==> src/rtl/blake_nonce_dispatcher_pkg.sv <==
// Shared definitions for the Blake-512 nonce dispatcher: header geometry,
// FSM state encoding and the per-word byte swap.
package blake_nonce_dispatcher_pkg;
    localparam int DEF_HDR_W  = 640;
    localparam int WORD_W     = 32;
    localparam int NONCE_WORD = 19;

    typedef enum logic [1:0] {
        ST_IDLE  = 2'd0,
        ST_LOAD  = 2'd1,
        ST_ISSUE = 2'd2,
        ST_DONE  = 2'd3
    } state_t;

    function automatic logic [WORD_W-1:0] bswap32(input logic [WORD_W-1:0] w);
        return {w[7:0], w[15:8], w[23:16], w[31:24]};
    endfunction
endpackage

==> src/rtl/blake_nonce_dispatcher_if.sv <==
// Host/config and shared job-bus signals of the nonce dispatcher.
interface blake_nonce_dispatcher_if #(
    parameter int NUM_CORES = 2,
    parameter int HDR_W     = 640,
    parameter int NONCE_W   = 32
);
    logic                 start;
    logic                 abort;
    logic [HDR_W-1:0]     hdr_in;
    logic [NONCE_W-1:0]   nonce_start;
    logic [NONCE_W-1:0]   nonce_end;
    logic [NUM_CORES-1:0] core_ready;
    logic [NUM_CORES-1:0] core_valid;
    logic [HDR_W-1:0]     core_din;
    logic                 busy;
    logic                 done;
    logic [NONCE_W-1:0]   nonce_cur;

    modport master (
        output start, abort, hdr_in, nonce_start, nonce_end, core_ready,
        input  core_valid, core_din, busy, done, nonce_cur
    );

    modport slave (
        input  start, abort, hdr_in, nonce_start, nonce_end, core_ready,
        output core_valid, core_din, busy, done, nonce_cur
    );
endinterface

==> src/rtl/blake_nonce_dispatcher_rr_grant.sv <==
// Combinational round-robin arbiter: first requester at or after ptr, cyclically.
module blake_nonce_dispatcher_rr_grant #(
    parameter int NUM_CORES = 2,
    parameter int PTR_W     = $clog2(NUM_CORES)
) (
    input  logic [NUM_CORES-1:0] req,
    input  logic [PTR_W-1:0]     ptr,
    output logic [NUM_CORES-1:0] grant,
    output logic                 any_grant
);
    int idx;

    always_comb begin
        grant     = '0;
        any_grant = 1'b0;
        idx       = 0;
        for (int i = 0; i < NUM_CORES; i++) begin
            idx = int'(ptr) + i;
            if (idx >= NUM_CORES) idx = idx - NUM_CORES;
            if (!any_grant && req[idx]) begin
                grant[idx] = 1'b1;
                any_grant  = 1'b1;
            end
        end
    end
endmodule

==> src/rtl/blake_nonce_dispatcher.sv <==
// Latches and byte-swaps a block header, then sweeps an inclusive nonce range,
// handing one {nonce, header} job per cycle to the hash cores in round-robin order.
module blake_nonce_dispatcher
    import blake_nonce_dispatcher_pkg::*;
#(
    parameter int NUM_CORES = 2,
    parameter int HDR_W     = DEF_HDR_W,
    parameter int NONCE_W   = WORD_W
) (
    input  logic                   clk,
    input  logic                   rst,
    blake_nonce_dispatcher_if.slave bus
);
    localparam int PTR_W  = $clog2(NUM_CORES);
    localparam int BODY_W = HDR_W - NONCE_W;

    state_t               state;
    logic [BODY_W-1:0]    hdr_sw;
    logic [BODY_W-1:0]    hdr_swapped;
    logic [NONCE_W-1:0]   nonce_cnt;
    logic [NONCE_W-1:0]   nonce_last;
    logic [PTR_W-1:0]     rr_ptr;
    logic [PTR_W-1:0]     grant_idx;
    logic [PTR_W-1:0]     next_ptr;
    logic [NUM_CORES-1:0] grant;
    logic                 any_grant;
    logic                 issue_ok;
    logic                 xfer;
    logic                 busy_q;
    logic                 done_q;

    // The incoming nonce word is overwritten by the counter, so it is never read.
    wire unused_nonce_word = &{1'b0, bus.hdr_in[HDR_W-1 -: NONCE_W]};

    always_comb begin
        hdr_swapped = '0;
        for (int k = 0; k < NONCE_WORD; k++)
            hdr_swapped[k*WORD_W +: WORD_W] = bswap32(bus.hdr_in[k*WORD_W +: WORD_W]);
    end

    blake_nonce_dispatcher_rr_grant #(
        .NUM_CORES (NUM_CORES),
        .PTR_W     (PTR_W)
    ) u_rr (
        .req       (bus.core_ready),
        .ptr       (rr_ptr),
        .grant     (grant),
        .any_grant (any_grant)
    );

    always_comb begin
        grant_idx = '0;
        for (int g = 0; g < NUM_CORES; g++)
            if (grant[g]) grant_idx = PTR_W'(g);
    end

    assign next_ptr = (grant_idx == PTR_W'(NUM_CORES - 1)) ? '0 : grant_idx + 1'b1;

    // Abort suppresses the strobe in the same cycle, so it beats any transfer.
    assign issue_ok       = (state == ST_ISSUE) && !bus.abort;
    assign xfer           = issue_ok && any_grant;
    assign bus.core_valid = issue_ok ? grant : '0;
    assign bus.core_din   = {nonce_cnt, hdr_sw};
    assign bus.nonce_cur  = nonce_cnt;
    assign bus.busy       = busy_q;
    assign bus.done       = done_q;

    always_ff @(posedge clk) begin
        if (rst) begin
            state      <= ST_IDLE;
            rr_ptr     <= '0;
            busy_q     <= 1'b0;
            done_q     <= 1'b0;
            hdr_sw     <= '0;
            nonce_cnt  <= '0;
            nonce_last <= '0;
        end else begin
            done_q <= 1'b0;
            case (state)
                ST_IDLE: begin
                    if (bus.start && !bus.abort) begin
                        state      <= ST_LOAD;
                        hdr_sw     <= hdr_swapped;
                        nonce_cnt  <= bus.nonce_start;
                        nonce_last <= bus.nonce_end;
                        busy_q     <= 1'b1;
                    end
                end
                ST_LOAD: begin
                    if (bus.abort) begin
                        state  <= ST_IDLE;
                        busy_q <= 1'b0;
                    end else begin
                        state <= ST_ISSUE;
                    end
                end
                ST_ISSUE: begin
                    if (bus.abort) begin
                        state  <= ST_IDLE;
                        busy_q <= 1'b0;
                    end else if (xfer) begin
                        rr_ptr <= next_ptr;
                        // Equality test covers the full 2^NONCE_W sweep without a wrap flag.
                        if (nonce_cnt == nonce_last) begin
                            state  <= ST_DONE;
                            busy_q <= 1'b0;
                            done_q <= 1'b1;
                        end else begin
                            nonce_cnt <= nonce_cnt + 1'b1;
                        end
                    end
                end
                default: state <= ST_IDLE;
            endcase
        end
    end
endmodule
==> src/flat_wrapper.sv <==
// flat-port wrapper written by rule: the top's interface ports become plain ports
module blake_nonce_dispatcher_flat import blake_nonce_dispatcher_pkg::*;
#(
    parameter int NUM_CORES = 2,
    parameter int HDR_W     = DEF_HDR_W,
    parameter int NONCE_W   = WORD_W
)
  (clk, rst, bus_start, bus_abort, bus_hdr_in, bus_nonce_start, bus_nonce_end, bus_core_ready, bus_core_valid, bus_core_din, bus_busy, bus_done, bus_nonce_cur);
  blake_nonce_dispatcher_if #(.NUM_CORES(NUM_CORES), .HDR_W(HDR_W), .NONCE_W(NONCE_W)) bus_i ();
  input  logic clk;
  input  logic rst;
  input wire logic [$bits(bus_i.start)-1:0] bus_start;
  input wire logic [$bits(bus_i.abort)-1:0] bus_abort;
  input wire logic [$bits(bus_i.hdr_in)-1:0] bus_hdr_in;
  input wire logic [$bits(bus_i.nonce_start)-1:0] bus_nonce_start;
  input wire logic [$bits(bus_i.nonce_end)-1:0] bus_nonce_end;
  input wire logic [$bits(bus_i.core_ready)-1:0] bus_core_ready;
  output wire logic [$bits(bus_i.core_valid)-1:0] bus_core_valid;
  output wire logic [$bits(bus_i.core_din)-1:0] bus_core_din;
  output wire logic [$bits(bus_i.busy)-1:0] bus_busy;
  output wire logic [$bits(bus_i.done)-1:0] bus_done;
  output wire logic [$bits(bus_i.nonce_cur)-1:0] bus_nonce_cur;
  assign bus_i.start = bus_start;
  assign bus_i.abort = bus_abort;
  assign bus_i.hdr_in = bus_hdr_in;
  assign bus_i.nonce_start = bus_nonce_start;
  assign bus_i.nonce_end = bus_nonce_end;
  assign bus_i.core_ready = bus_core_ready;
  assign bus_core_valid = bus_i.core_valid;
  assign bus_core_din = bus_i.core_din;
  assign bus_busy = bus_i.busy;
  assign bus_done = bus_i.done;
  assign bus_nonce_cur = bus_i.nonce_cur;
  blake_nonce_dispatcher #(.NUM_CORES(NUM_CORES), .HDR_W(HDR_W), .NONCE_W(NONCE_W)) u_core (.clk(clk), .rst(rst), .bus(bus_i));
endmodule
==> config.mk <==
export PLATFORM = sky130hd
export DESIGN_NAME = blake_nonce_dispatcher_flat
export DESIGN_NICKNAME = d
export VERILOG_FILES = /design/src/rtl/blake_nonce_dispatcher_pkg.sv /design/src/rtl/blake_nonce_dispatcher_if.sv /design/src/rtl/blake_nonce_dispatcher_rr_grant.sv /design/src/rtl/blake_nonce_dispatcher.sv /design/src/flat_wrapper.sv
export SDC_FILE = /design/constraint.sdc
export NUM_CORES = 1
export LEC_CHECK = 0
export CORE_AREA = 10 10 527 529
export CTS_CLUSTER_SIZE = 14
export DETAILED_ROUTE_END_ITERATION = 6
export DIE_AREA = 0 0 537 539
export DONT_BUFFER_PORTS = 1
export PLACE_DENSITY = 0.3
export SKIP_LAST_GASP = 1
export SLEW_MARGIN = 20
export SYNTH_ARGS = -nofsm -noshare
export SYNTH_HDL_FRONTEND = slang
export SYNTH_SLANG_ARGS = --single-unit
==> constraint.sdc <==
create_clock -name clk -period 2 [get_ports clk]
set_input_delay 0.3 -clock clk [delete_from_list [all_inputs] [get_ports clk]]
set_output_delay 0.3 -clock clk [all_outputs]
set_load 0.03 [all_outputs]
==> reports/results.ini <==
[routing]
drc = 0
num_vias = 27280
initialDrtViolationCount = 1915
via_per_inst = 3.502
wl_per_cell_um = 28.74
final_antenna_net_count = 0
wl_um = 223900
dr.pass1.iters = 6

[critical_path]
startpoint_type = flop
cp_max_fo = 5
cpPeakStageDelay_ps = 550
path_buf_inv = 3
worstSetupPathType = flop to flop
crit_path_cell_trace = inv_2, ha_4, buf_4, nor3b_2, or4_4, buf_12, or4_4, a21oi_4
crit_cells = 8
arrival_ps = 2990
crit_path_frequent_cell = or4_4
endpoint_kind = flop
crit_slowest_cell = or4_4
required_ps = 2680
r2r_cells = 8
cpLargestDelayFamily = simple AND/OR/NAND/NOR gates
r2r_setup_slack_ps = -310

[sta]
fmax_mhz = 433.2
rsz0062_at_grt = yes
setup_tns_ps = -6777
tightest_slew_ps = 2272
setup_viol = 39
setup_ws_ps = -308.6
fin_skew_ps = 53.03
fin_crit_ps = 2309
hold_ws_ps = -394.1
slew_headroom_pct = -51.45
hold_viol = 178
post-route-period-util_pct = 115.4
slew_viol_final = 340

[logic_synthesis]
synth_edf_count = 0
synth_top_family_by_area = simple AND/OR/NAND/NOR gates
async_flop_share_pct = 0
synth.area.mux_share_pct = 0.3627
yosys.area_share.adder_pct = 0.2519
syn_inst = 3199
ys_types = 53
yosys-top-cells-area = dfxtp_1 (55%), nand2_1 (20%), a21oi_1 (14%)
ys_seq_area_share_pct = 54.56
postSynthAreaPerCell_um2 = 7.765
synth.top_cell.area_share_pct = 54.56
netlist_area_um2 = 24840
yosys_register_bits = 677
yosys_most_used_dff = dfxtp_1
synthXorXnorAreaFrac_pct = 1.128
yosys_warnings = 0
yosys.area.top_type = dfxtp_1
yosys.area_share.simple_pct = 23.07
synth_compound_area_share_pct = 15.73
synth_fp_nets = 3914

[clock_tree]
cts_buffer_depth = 4
cts_num_sinks = 677
htree_num_levels = 3
clock_latency_ps = 830
cts_tree = done
clk_pin_slew_worst_paths_ps = 60
tritoncts.num_buffers = 98
cts-root-buf = clkbuf_16

[global_route]
grt_max_degree = 678
grt_pass1_vias = 26020
grt_antenna_before_repair = 229
grt_first_pass_wirelength_um = 275000
grt_overflow = 0
grt_util_all_layers_pct = 14.11

[cells_and_area]
instances_no_fill = 7789
syn2layout_area_growth_pct = 77.65
layout_common_cells = nand2_1 (1253), dlygate4sd3_1 (666), dfxtp_1 (638)
drive_gt1_share_pct = 19.37
layout_commonest_cell = nand2_1
fin_nets = 4787

[placed_design]
dp_hpwl_um = 178200
place_ws_ps = -277.2
dp_cells = 6755
gp_congestion = 0.8652
portBuffers = 0

[die]
rows = 190
start_util_pct = 9.304
die_h_um = 539
dieArea_um2 = 289400
design.portCount = 1386
die_w_um = 537
core_area_um2 = 267000

[worst_hold_path]
hp-class = input port to flop
whs_path_depth = 1

[power_and_ir_drop]
peakVddDrop_uv = 642.2
p_leak_nw = 15.28
cellPowerDensity_nw_per_um2 = 1126

[status]
violations = negative hold slack, max-slew violations, negative setup slack
status = finished, violations left

[job]
cap_violations = 0

==> state kept, by name, summed over array words and instances (netlist names) <==
| signal | count |
|---|---|
| u_core.hdr_sw | 608 |
| u_core.bus.nonce_cur | 32 |
| u_core.nonce_last | 32 |
| u_core.state | 2 |
| u_core.bus.busy | 1 |
| u_core.bus.done | 1 |
| u_core.rr_ptr | 1 |
==> cells by family (layout without fill, tap and decap cells) <==
family,after synthesis,after routing
flip-flops,677,677
buffers and inverters,288,1230
other,0,96
multiplexers,9,9
XOR/XNOR,32,32
adder cells (fa/ha/maj),5,5
AND/OR/NAND/NOR,1441,1441
AO/OA/AOI/OAI,747,747
==> cell usage after synthesis (all sizes together) (3+ instances only) <==
master	instances
nand2	1317
dfxtp	677
a21oi	673
clkbuf	229
buf	44
xnor2	32
nor2	22
nand3	20
nand4	18
a211oi	15
nor3	15
inv	14
o21ai	14
nor4	13
mux2i	9
o22ai	8
and3	7
nor2b	7
a31oi	6
o32ai	6
or4	6
ha	5
o31ai	5
a32o	4
or3	4
and2	3
o2bb2ai	3
or2	3
==> metal layers <==
| layer | vias up | track usage (%) | routed length [um] |
|---|---|---|---|
| met4 | 154 | 2.392 | 4093 |
| met3 | 367 | 8.059 | 28550 |
| met5 | - | 0 | 941 |
| met1 | 12970 | 16.06 | 87730 |
| met2 | 1447 | 23.19 | 102600 |
| li1 | 12340 | - | - |
==> where the power goes <==
group	total, W	internal, W	switching (W)
logic	0.0128	0.00572	0.00712
clock network	0.0174	0.0101	0.00738
registers	0.0194	0.0151	0.00434
total	0.0497	0.0308	0.0188
==> per-stage QoR <==
| step | hold slack (ps) | area, um^2 | util [%] | total power (W) |
|---|---|---|---|---|
| finish | -394.1 | 44130 | 16.53 | 0.04967 |
| global route | -442.5 | 44010 | 16.48 | 0.05197 |
| CTS | -487.6 | 41630 | 15.59 | 0.04898 |
| detailed placement | 433.2 | 30790 | 11.53 | 0.02832 |
| global placement | 426.6 | 30790 | 11.53 | 0.02832 |
| floorplan | 416.1 | 24920 | - | 0.02341 |
==> path summary, 6_finish.rpt <==
check | from | to
hold / removal | rst | u_core.hdr_sw[482]
setup reg to reg | u_core.state[0] | u_core.bus.nonce_cur[0]
hold reg to reg | u_core.hdr_sw[389] | u_core.hdr_sw[389]
setup / recovery | u_core.state[0] | u_core.bus.nonce_cur[0]
==> cell type report <==
| cell class | count | area, um^2 |
|---|---|---|
| Fill cell | 30020 | 222800 |
| Sequential cell | 677 | 13650 |
| Timing Repair Buffer | 1046 | 11520 |
| Multi-Input combinational cell | 2234 | 11080 |
| Tap cell | 3552 | 4444 |
| Clock buffer | 131 | 2798 |
| Clock inverter | 38 | 335.3 |
| Antenna cell | 96 | 240.2 |
| Inverter | 15 | 61.31 |
==> timing repair <==
action                                 CTS  global route
hold buffers                           651            16
setup endpoints to repair               96           477
gates cloned                             9            39
gates resized for setup                142           265
pin swaps                               39           112
endpoints found under the hold margin  677           421
setup buffers                           31            32
No activity file was read; power rests on OpenSTA's default activity.
